### src/rtl/apb_cmd_master_if.sv
// Bundle of the command stream, the response stream and the APB bus
// for apb_cmd_master. The master modport is the requester's view;
// the slave modport is the view of whatever sits on the other side
// (command source, response sink and APB completer together).
interface apb_cmd_master_if #(
    parameter int ADDR_W = 32,
    parameter int DATA_W = 32,
    parameter int NSEL   = 1
);
    localparam int STRB_W = DATA_W / 8;

    // command stream
    logic              cmd_valid;
    logic              cmd_ready;
    logic [ADDR_W-1:0] cmd_addr;
    logic              cmd_write;
    logic [DATA_W-1:0] cmd_wdata;
    logic [STRB_W-1:0] cmd_strb;
    logic [2:0]        cmd_prot;
    logic [NSEL-1:0]   cmd_sel;

    // response stream
    logic              rsp_valid;
    logic              rsp_ready;
    logic [DATA_W-1:0] rsp_rdata;
    logic              rsp_err;
    logic              rsp_timeout;

    // APB bus
    logic [ADDR_W-1:0] PADDR;
    logic [NSEL-1:0]   PSEL;
    logic              PENABLE;
    logic              PWRITE;
    logic [DATA_W-1:0] PWDATA;
    logic [STRB_W-1:0] PSTRB;
    logic [2:0]        PPROT;
    logic [DATA_W-1:0] PRDATA;
    logic              PREADY;
    logic              PSLVERR;

    modport master (
        input  cmd_valid, cmd_addr, cmd_write, cmd_wdata, cmd_strb, cmd_prot, cmd_sel,
        output cmd_ready,
        output rsp_valid, rsp_rdata, rsp_err, rsp_timeout,
        input  rsp_ready,
        output PADDR, PSEL, PENABLE, PWRITE, PWDATA, PSTRB, PPROT,
        input  PRDATA, PREADY, PSLVERR
    );

    modport slave (
        output cmd_valid, cmd_addr, cmd_write, cmd_wdata, cmd_strb, cmd_prot, cmd_sel,
        input  cmd_ready,
        input  rsp_valid, rsp_rdata, rsp_err, rsp_timeout,
        output rsp_ready,
        input  PADDR, PSEL, PENABLE, PWRITE, PWDATA, PSTRB, PPROT,
        output PRDATA, PREADY, PSLVERR
    );
endinterface

### src/rtl/apb_cmd_master.sv
// APB3/APB4 requester: turns a valid/ready command stream into APB
// SETUP/ACCESS phases and returns each completion (read data, slave
// error, timeout, illegal select) on a valid/ready response stream.
module apb_cmd_master #(
    parameter int ADDR_W  = 32,
    parameter int DATA_W  = 32,
    parameter int NSEL    = 1,
    parameter int TIMEOUT = 16
) (
    input  logic PCLK,
    input  logic PRESETn,
    input  logic apb4_en,
    apb_cmd_master_if.master bus
);
    localparam int STRB_W = DATA_W / 8;
    // keep the counter at least 1 bit wide when the timeout is disabled
    localparam int CNT_W  = (TIMEOUT > 0) ? $clog2(TIMEOUT + 1) : 1;

    typedef enum logic [1:0] {
        IDLE,
        SETUP,
        ACCESS,
        RESP
    } state_t;

    state_t            state;
    state_t            state_n;

    logic [ADDR_W-1:0] paddr_q;
    logic              pwrite_q;
    logic [DATA_W-1:0] pwdata_q;
    logic [STRB_W-1:0] pstrb_q;
    logic [2:0]        pprot_q;
    logic [NSEL-1:0]   psel_q;
    logic [CNT_W-1:0]  wait_cnt;
    logic [DATA_W-1:0] rdata_q;
    logic              err_q;
    logic              tmo_q;

    logic [NSEL-1:0]   sel_m1;
    logic              sel_onehot;
    logic              timeout_hit;

    // one-hot test: non-zero and clearing the lowest set bit leaves nothing
    assign sel_m1      = bus.cmd_sel - NSEL'(1);
    assign sel_onehot  = (|bus.cmd_sel) && ~|(bus.cmd_sel & sel_m1);
    assign timeout_hit = (TIMEOUT != 0) && (wait_cnt == CNT_W'(TIMEOUT));

    // state register
    always_ff @(posedge PCLK or negedge PRESETn) begin
        if (!PRESETn) state <= IDLE;
        else          state <= state_n;
    end

    // next-state: PREADY wins over a timeout reached in the same cycle
    always_comb begin
        state_n = state;
        case (state)
            IDLE:    if (bus.cmd_valid) state_n = sel_onehot ? SETUP : RESP;
            SETUP:   state_n = ACCESS;
            ACCESS:  if (bus.PREADY || timeout_hit) state_n = RESP;
            RESP:    if (bus.rsp_ready) state_n = IDLE;
            default: state_n = IDLE;
        endcase
    end

    // command capture, wait counting and response capture; bus-side
    // registers load only for legal selects so an idle bus never toggles
    always_ff @(posedge PCLK or negedge PRESETn) begin
        if (!PRESETn) begin
            paddr_q  <= '0;
            pwrite_q <= 1'b0;
            pwdata_q <= '0;
            pstrb_q  <= '0;
            pprot_q  <= '0;
            psel_q   <= '0;
            wait_cnt <= '0;
            rdata_q  <= '0;
            err_q    <= 1'b0;
            tmo_q    <= 1'b0;
        end else begin
            case (state)
                IDLE: begin
                    if (bus.cmd_valid) begin
                        if (sel_onehot) begin
                            paddr_q  <= bus.cmd_addr;
                            pwrite_q <= bus.cmd_write;
                            pwdata_q <= bus.cmd_wdata;
                            pstrb_q  <= bus.cmd_write ? (apb4_en ? bus.cmd_strb : '1) : '0;
                            pprot_q  <= apb4_en ? bus.cmd_prot : 3'b000;
                            psel_q   <= bus.cmd_sel;
                            wait_cnt <= '0;
                        end else begin
                            rdata_q  <= '0;
                            err_q    <= 1'b1;
                            tmo_q    <= 1'b0;
                        end
                    end
                end
                ACCESS: begin
                    if (bus.PREADY) begin
                        rdata_q  <= pwrite_q ? '0 : bus.PRDATA;
                        err_q    <= bus.PSLVERR;
                        tmo_q    <= 1'b0;
                    end else if (timeout_hit) begin
                        rdata_q  <= '0;
                        err_q    <= 1'b1;
                        tmo_q    <= 1'b1;
                    end else begin
                        wait_cnt <= wait_cnt + CNT_W'(1);
                    end
                end
                default: ;
            endcase
        end
    end

    assign bus.cmd_ready   = (state == IDLE) && PRESETn;
    assign bus.rsp_valid   = (state == RESP);
    assign bus.rsp_rdata   = rdata_q;
    assign bus.rsp_err     = err_q;
    assign bus.rsp_timeout = tmo_q;

    assign bus.PSEL    = ((state == SETUP) || (state == ACCESS)) ? psel_q : '0;
    assign bus.PENABLE = (state == ACCESS);
    assign bus.PADDR   = paddr_q;
    assign bus.PWRITE  = pwrite_q;
    assign bus.PWDATA  = pwdata_q;
    assign bus.PSTRB   = pstrb_q;
    assign bus.PPROT   = pprot_q;
endmodule

### src/flat_wrapper.sv
// flat-port wrapper written by rule: the top's interface ports become plain ports
module apb_cmd_master_flat 
#(
    parameter int ADDR_W  = 32,
    parameter int DATA_W  = 32,
    parameter int NSEL    = 1,
    parameter int TIMEOUT = 16
)
  (PCLK, PRESETn, apb4_en, bus_cmd_valid, bus_cmd_addr, bus_cmd_write, bus_cmd_wdata, bus_cmd_strb, bus_cmd_prot, bus_cmd_sel, bus_cmd_ready, bus_rsp_valid, bus_rsp_rdata, bus_rsp_err, bus_rsp_timeout, bus_rsp_ready, bus_PADDR, bus_PSEL, bus_PENABLE, bus_PWRITE, bus_PWDATA, bus_PSTRB, bus_PPROT, bus_PRDATA, bus_PREADY, bus_PSLVERR);
  apb_cmd_master_if #(.ADDR_W(ADDR_W), .DATA_W(DATA_W), .NSEL(NSEL)) bus_i ();
  input  logic PCLK;
  input  logic PRESETn;
  input  logic apb4_en;
  input wire logic [$bits(bus_i.cmd_valid)-1:0] bus_cmd_valid;
  input wire logic [$bits(bus_i.cmd_addr)-1:0] bus_cmd_addr;
  input wire logic [$bits(bus_i.cmd_write)-1:0] bus_cmd_write;
  input wire logic [$bits(bus_i.cmd_wdata)-1:0] bus_cmd_wdata;
  input wire logic [$bits(bus_i.cmd_strb)-1:0] bus_cmd_strb;
  input wire logic [$bits(bus_i.cmd_prot)-1:0] bus_cmd_prot;
  input wire logic [$bits(bus_i.cmd_sel)-1:0] bus_cmd_sel;
  output wire logic [$bits(bus_i.cmd_ready)-1:0] bus_cmd_ready;
  output wire logic [$bits(bus_i.rsp_valid)-1:0] bus_rsp_valid;
  output wire logic [$bits(bus_i.rsp_rdata)-1:0] bus_rsp_rdata;
  output wire logic [$bits(bus_i.rsp_err)-1:0] bus_rsp_err;
  output wire logic [$bits(bus_i.rsp_timeout)-1:0] bus_rsp_timeout;
  input wire logic [$bits(bus_i.rsp_ready)-1:0] bus_rsp_ready;
  output wire logic [$bits(bus_i.PADDR)-1:0] bus_PADDR;
  output wire logic [$bits(bus_i.PSEL)-1:0] bus_PSEL;
  output wire logic [$bits(bus_i.PENABLE)-1:0] bus_PENABLE;
  output wire logic [$bits(bus_i.PWRITE)-1:0] bus_PWRITE;
  output wire logic [$bits(bus_i.PWDATA)-1:0] bus_PWDATA;
  output wire logic [$bits(bus_i.PSTRB)-1:0] bus_PSTRB;
  output wire logic [$bits(bus_i.PPROT)-1:0] bus_PPROT;
  input wire logic [$bits(bus_i.PRDATA)-1:0] bus_PRDATA;
  input wire logic [$bits(bus_i.PREADY)-1:0] bus_PREADY;
  input wire logic [$bits(bus_i.PSLVERR)-1:0] bus_PSLVERR;
  assign bus_i.cmd_valid = bus_cmd_valid;
  assign bus_i.cmd_addr = bus_cmd_addr;
  assign bus_i.cmd_write = bus_cmd_write;
  assign bus_i.cmd_wdata = bus_cmd_wdata;
  assign bus_i.cmd_strb = bus_cmd_strb;
  assign bus_i.cmd_prot = bus_cmd_prot;
  assign bus_i.cmd_sel = bus_cmd_sel;
  assign bus_cmd_ready = bus_i.cmd_ready;
  assign bus_rsp_valid = bus_i.rsp_valid;
  assign bus_rsp_rdata = bus_i.rsp_rdata;
  assign bus_rsp_err = bus_i.rsp_err;
  assign bus_rsp_timeout = bus_i.rsp_timeout;
  assign bus_i.rsp_ready = bus_rsp_ready;
  assign bus_PADDR = bus_i.PADDR;
  assign bus_PSEL = bus_i.PSEL;
  assign bus_PENABLE = bus_i.PENABLE;
  assign bus_PWRITE = bus_i.PWRITE;
  assign bus_PWDATA = bus_i.PWDATA;
  assign bus_PSTRB = bus_i.PSTRB;
  assign bus_PPROT = bus_i.PPROT;
  assign bus_i.PRDATA = bus_PRDATA;
  assign bus_i.PREADY = bus_PREADY;
  assign bus_i.PSLVERR = bus_PSLVERR;
  apb_cmd_master #(.ADDR_W(ADDR_W), .DATA_W(DATA_W), .NSEL(NSEL), .TIMEOUT(TIMEOUT)) u_core (.PCLK(PCLK), .PRESETn(PRESETn), .apb4_en(apb4_en), .bus(bus_i));
endmodule
### config.mk
export PLATFORM = sky130hd
export DESIGN_NAME = apb_cmd_master_flat
export DESIGN_NICKNAME = d
export VERILOG_FILES = /design/src/rtl/apb_cmd_master_if.sv /design/src/rtl/apb_cmd_master.sv /design/src/flat_wrapper.sv
export SDC_FILE = /design/constraint.sdc
export NUM_CORES = 1
export LEC_CHECK = 0
export CAP_MARGIN = 20
export CORE_MARGIN = 2
export CORE_UTILIZATION = 42
export CTS_BUF_LIST = sky130_fd_sc_hd__clkbuf_8 sky130_fd_sc_hd__clkbuf_16
export DETAILED_ROUTE_END_ITERATION = 7
export PLACE_DENSITY = 0.86
export SYNTH_ARGS = -nofsm -noshare
export SYNTH_HDL_FRONTEND = slang
export SYNTH_SLANG_ARGS = --single-unit
### constraint.sdc
create_clock -name PCLK -period 2.1 [get_ports PCLK]
set_input_delay 0.42 -clock PCLK [delete_from_list [all_inputs] [get_ports PCLK]]
set_output_delay 0.42 -clock PCLK [all_outputs]
set_load 0.02 [all_outputs]
==> flow_summary.json, run 1 <==
{
  "clkSinkCount": 114,
  "cpPeakStageDelay_ps": 440,
  "status": "finished, final reports clean",
  "maxCapViolCount": 0,
  "crit_buf_inv": 2,
  "hold_viol_final": 0,
  "place_worst_setup_slack_ps": 66.5,
  "synth.largest_area_cell": "dfrtp_1",
  "finClkSkew_ps": 4.78,
  "worst-path-max-fanout": 11,
  "synthAdderAreaFrac": 0.0130,
  "total_power_mw": 12.9,
  "syn-cell-area_sq_um": 4820,
  "wl_per_cell_um": 16.8,
  "dieWidth_um": 111,
  "rows": 39,
  "yosys.area_share.simple": 0.0698,
  "vias": 3672,
  "cts_buffers": 17,
  "yosysWarnings": 0,
  "root_buffer": "clkbuf_16",
  "gr-usage-met2": 0.350,
  "cts_max_level": 4,
  "setup_viol": 0,
  "leakagePower_nw": 3.35,
  "fillers": 784,
  "synth_top_family_by_area": "multiplexers",
  "dp.cells": 727,
  "grt_max_degree": 115,
  "cts_setup_buffers": 0,
  "area_growth_pct": 63.6,
  "syn_nets": 489,
  "worstSkewPairLatency_ps": 400,
  "path_clk_slew_ps": 50,
  "io_pins": 222,
  "drive_gt1_frac": 0.167,
  "critPathKind": "flop to flop",
  "first_global_vias": 4022,
  "worst_pin_slew_ps": 632,
  "ant_nets": 0,
  "fin_util": 0.697,
  "dieArea_sq_um": 12300,
  "end_kind": "flop",
  "power_density_nw_per_um2": 1640,
  "post-route-min-period_ps": 2010,
  "muxShareOfSynthArea": 0.225,
  "fin_cells": 759,
  "cp_slowest_cell": "or3_1",
  "grt_overflow_total": 0,
  "ys_seq_elements": 114,
  "core_sq_um": 11300,
  "port_buffers": 221,
  "antenna_found_initial": 0,
  "drc": 0,
  "hp-class": "input port to asynchronous set/reset pin",
  "grtUsageMet1": 0.245,
  "yosys.cell_types.count": 34,
  "gr-usage-all-layers": 0.212,
  "postSynthCellCount": 372,
  "ir_worst_vdd_mv": 0.951,
  "synth_top_area_frac": 0.592,
  "synth_compound_area_frac": 0.0428,
  "regArea_sq_um": 2850,
  "cp_cell_sequence": "inv_1 -> ha_1 -> buf_4 -> and2_1 -> or3_1 -> o32ai_1",
  "grtUsageMet3": 0.0913,
  "place_area_sq_um": 7230,
  "dpl.hpwl_um": 9130,
  "gr-max-usage-layer": "met2",
  "die_h_um": 111,
  "wl_um": 12700,
  "yosysSeqAreaShare": 0.592,
  "synth.area.top_cells": "dfrtp_1 59%, mux2_2 13%, mux2i_1 7.3%",
  "slew_violations": 0,
  "period_share": 0.959,
  "drt-initial-drc-count": 186,
  "diodes": 0,
  "worstPathArrival_ps": 2290,
  "cp-start-kind": "flop",
  "viasPerCell": 4.84,
  "cts_tree": "yes",
  "first_pass_iters": 4,
  "cts_buffer_depth": 2,
  "synth-xor-area-share": 0,
  "start_util": 0.426,
  "setup_slack_ps": 85.9,
  "rsz0062_at_grt": "false",
  "fmax_mhz": 497,
  "stdcell_area_sq_um": 7890,
  "grt_pass1_wl_um": 20700,
  "gp_congestion": 0.781,
  "multi_input_area_sq_um": 1700,
  "nets": 720,
  "crit_family": "simple AND/OR/NAND/NOR gates",
  "worstPathRequired_ps": 2380,
  "fin_setup_tns_ps": 0,
  "hold-worst-slack_ps": 84.7,
  "slew-limit-headroom": 0.579,
  "syn_avg_cell_area_sq_um": 13.0
}
-- synth_stat cells, drive strengths merged --
cell type,number
dfrtp,114
mux2,65
nand2,47
inv,40
mux2i,35
buf,16
o21ai,12
ha,5
nand2b,5
and2,4
nand3,4
nand3b,3
or3,3
a2111oi,2
a21boi,2
o31ai,2
a2bb2oi,1
and3b,1
and4bb,1
clkbuf,1
nor2,1
o211ai,1
o221ai,1
o22ai,1
o2bb2a,1
o311a,1
o311ai,1
o32ai,1
or4b,1
-- per-layer routing --
layer  vias up  routed length [um]
li1       1712                   -
met1      1759                4920
met2       175                6260
met3        26                1260
met4         0                 295
met5         -                   0
-- registers in the layout, indices dropped and copies added, names as in the netlist --
signal / cells
u_core.bus.PADDR: 32
u_core.bus.PWDATA: 32
u_core.bus.rsp_rdata: 32
u_core.wait_cnt: 5
u_core.bus.PSTRB: 4
u_core.bus.PPROT: 3
u_core.state: 2
u_core.bus.PWRITE: 1
u_core.bus.rsp_err: 1
u_core.bus.rsp_timeout: 1
u_core.psel_q: 1
-- path summary, 6_finish.rpt --
path | start | cells past startpoint | to | slack, ps
setup / recovery | u_core.state[0] | 6 | u_core.wait_cnt[3] | 90
max in group asynchronous | PRESETn | 2 | u_core.bus.rsp_rdata[5] | 1510
hold reg to reg | u_core.psel_q | 1 | u_core.psel_q | 480
hold / removal | PRESETn | 2 | u_core.bus.rsp_rdata[28] | 80
setup reg to reg | u_core.state[0] | 6 | u_core.wait_cnt[3] | 90
min in group PCLK | u_core.psel_q | 1 | u_core.psel_q | 480
-- logic make-up (layout without fill, tap and decap cells) --
family / count (synthesis) / count (layout)
flip-flops: 114 / 114
AND/OR/NAND/NOR: 70 / 70
AO/OA/AOI/OAI: 26 / 26
multiplexers: 100 / 100
buffers and inverters: 57 / 301
adder cells (fa/ha/maj): 5 / 5
-- layout by cell type, fill, tap and decap left out, types with 2 or more instances in the layout --
cell and count:
dlygate4sd2_1 2, o31ai_1 2, inv_1 40, nand2b_1 5, bufinv_16 5, nand3b_1 3
and2_1 4, nand2_1 47, buf_4 3, clkinvlp_4 5, buf_12 6, dfrtp_1 114
clkbuf_8 2, o21ai_1 7, or3_1 3, o21ai_0 5, clkbuf_16 17, clkinv_2 2
mux2_1 9, ha_1 5, mux2_2 56, clkdlybuf4s50_1 216, mux2i_1 35, nand3_1 3
-- cell type report --
cell class | instances | area share
tap | 143 | 0.0227
clock buffer | 19 | 0.0574
clock inverter | 13 | 0.0262
inverter | 40 | 0.0190
multi-input combinational | 201 | 0.216
timing repair buffer | 229 | 0.297
sequential | 114 | 0.362
-- where the power goes --
group	internal [mW]	total, mW	switching, mW
registers	3.23	3.81	0.580
clock network	2.17	3.17	1.00
logic	3.01	5.93	2.92
-- what timing repair did --
item | 4_1_cts | 5_1_grt
hold buffers | 0 | 0
resized for setup | 3 | 2
endpoints found under the setup margin | 3 | 2
Power figures use the tool's default switching activity.
==> inputs of run 2 (changes only) <==
- PLACE_DENSITY: 0.86 -> 0.81
==> run 2 against run 1 <==
Compared with the run above:
- design area down 1.2%
- critical endpoint is now bus_PSEL
- die area unchanged
- fmax grew 0.70%
- first-iteration DRC count shrank 13%
- register-to-register slack better by 120 ps
==> flow_summary.json, run 2 (synthesized netlist as in run 1, its figures left out) <==
{
  "worst_pin_slew_ps": 619,
  "worstPathArrival_ps": 1580,
  "cts_buffers": 17,
  "place_worst_setup_slack_ps": 80.6,
  "rrSetupSlack_ps": 210,
  "fin_setup_tns_ps": 0,
  "grt_overflow_total": 0,
  "hold_viol_final": 0,
  "period_share": 0.952,
  "die_h_um": 111,
  "switchingPower_mw": 4.44,
  "hold-worst-slack_ps": 101,
  "core_sq_um": 11300,
  "gr-usage-all-layers": 0.216,
  "total_power_mw": 12.5,
  "vias": 3687,
  "status": "finished, final reports clean",
  "gr-max-usage-layer": "met2",
  "finClkSkew_ps": 5.22,
  "clockPowerShare": 0.226,
  "timing.rr.start": "u_core.state[0]",
  "drive_gt1_frac": 0.161,
  "maxCapViolCount": 0,
  "end_kind": "output port",
  "gr-usage-met2": 0.371,
  "r2r_end": "u_core.wait_cnt[3]",
  "seq_power_share": 0.304,
  "diodes": 0,
  "layout_commonest_cell": "clkdlybuf4s50_1",
  "cp_cell_sequence": "inv_1 -> ha_1 -> and2_1 -> clkdlybuf4s15_1",
  "ir_worst_vdd_mv": 1.02,
  "dpl.hpwl_um": 9060,
  "drc": 0,
  "drt-initial-drc-count": 161,
  "crit_cells": 4,
  "wl_per_cell_um": 16.7,
  "cts_max_level": 4,
  "nets": 720,
  "stdcell_area_sq_um": 7790,
  "dieArea_sq_um": 12300,
  "cts.hold.buffers_added": 0,
  "cp-startpoint": "u_core.state[0]",
  "setup_slack_ps": 99.9,
  "place_area_sq_um": 7210,
  "area_growth_pct": 61.6,
  "fin_util": 0.688,
  "clkSinkCount": 114,
  "regArea_sq_um": 2850,
  "crit_family": "buffers and inverters",
  "cp-start-kind": "flop",
  "fillers": 849,
  "fmax_mhz": 500,
  "setup_viol": 0,
  "leakagePower_nw": 3.32,
  "worst-r2r-cell-count": 6,
  "cpPeakStageDelay_ps": 380,
  "critPathKind": "flop to output port",
  "crit_end": "bus_PSEL",
  "most-common-layout-cells": "217 x clkdlybuf4s50_1, 114 x dfrtp_1, 56 x mux2_2, 47 x nand2_1, 44 x inv_1",
  "cts_tree": "yes",
  "grt_pass1_wl_um": 20900,
  "first_pass_iters": 5,
  "io_pins": 222,
  "worstSkewPairLatency_ps": 400,
  "worst-path-max-fanout": 3,
  "p_int_mw": 8.06,
  "first_global_vias": 4046,
  "cts_buffer_depth": 2,
  "ant_nets": 0,
  "viasPerCell": 4.86,
  "post-route-min-period_ps": 2000,
  "gp_congestion": 0.807,
  "combinationalPowerShare": 0.469,
  "power_density_nw_per_um2": 1600,
  "rsz0062_at_grt": "false",
  "crit_buf_inv": 2,
  "grtUsageMet1": 0.234,
  "dp.cells": 727,
  "worstPathRequired_ps": 1680,
  "port_buffers": 221,
  "slew_violations": 0,
  "path_clk_slew_ps": 50,
  "hp-class": "input port to asynchronous set/reset pin",
  "rows": 39,
  "slew-limit-headroom": 0.587,
  "start_util": 0.426,
  "multi_input_area_sq_um": 1700,
  "wl_um": 12700,
  "root_buffer": "clkbuf_16",
  "sw_frac_of_total": 0.355,
  "grtUsageMet3": 0.0984,
  "antenna_found_initial": 0,
  "cp_slowest_cell": "dfrtp_1",
  "dieWidth_um": 111,
  "grt_max_degree": 115,
  "fin_cells": 759
}
==> run 2: cell types whose count changed in the layout (fill, tap and decap cells not counted), moves of 2 or more <==
cell        change
bufinv_16       -2
clkbuf_8        -2
clkinv_2        +3
clkinvlp_4      -2
inv_1           +4
==> run 2: layer usage <==
metal	vias up	wire length (um)
li1	1716	-
met5	-	0
met4	0	138
met3	10	1290
met1	1784	4790
met2	177	6470
==> run 2: how the worst min path moves through the flow <==
stage	end	slack (ps)	cells past startpoint
after global placement	u_core.psel_q	450	1
final	u_core.wait_cnt[1]	100	2
after CTS	u_core.bus.PWRITE	160	2
after floorplan	u_core.bus.PADDR[0]	120	0
after global routing	u_core.bus.PWRITE	180	2
after detailed placement	u_core.psel_q	450	1
==> run 2: final cells by class <==
class	instances	area share
Sequential cell	114	0.366
Timing Repair Buffer	229	0.299
Multi-Input combinational cell	201	0.218
Clock buffer	17	0.0546
Tap cell	143	0.0230
Clock inverter	15	0.0196
Inverter	40	0.0193
==> run 2: timing repair <==
action | CTS | global route
gates resized for setup | 3 | 1
pin swaps | 0 | 0
setup endpoints to repair | 3 | 1
buffers inserted | 0 | 0
==> run 2: power groups by stage <==
stage	Sequential (mW)	Combinational [mW]	Clock, mW
floorplan	4.96	2.01	0
global placement	3.76	5.79	0
detailed placement	3.82	5.92	0
CTS	3.81	5.93	2.89
global route	3.93	6.24	3.00
finish	3.80	5.87	2.83
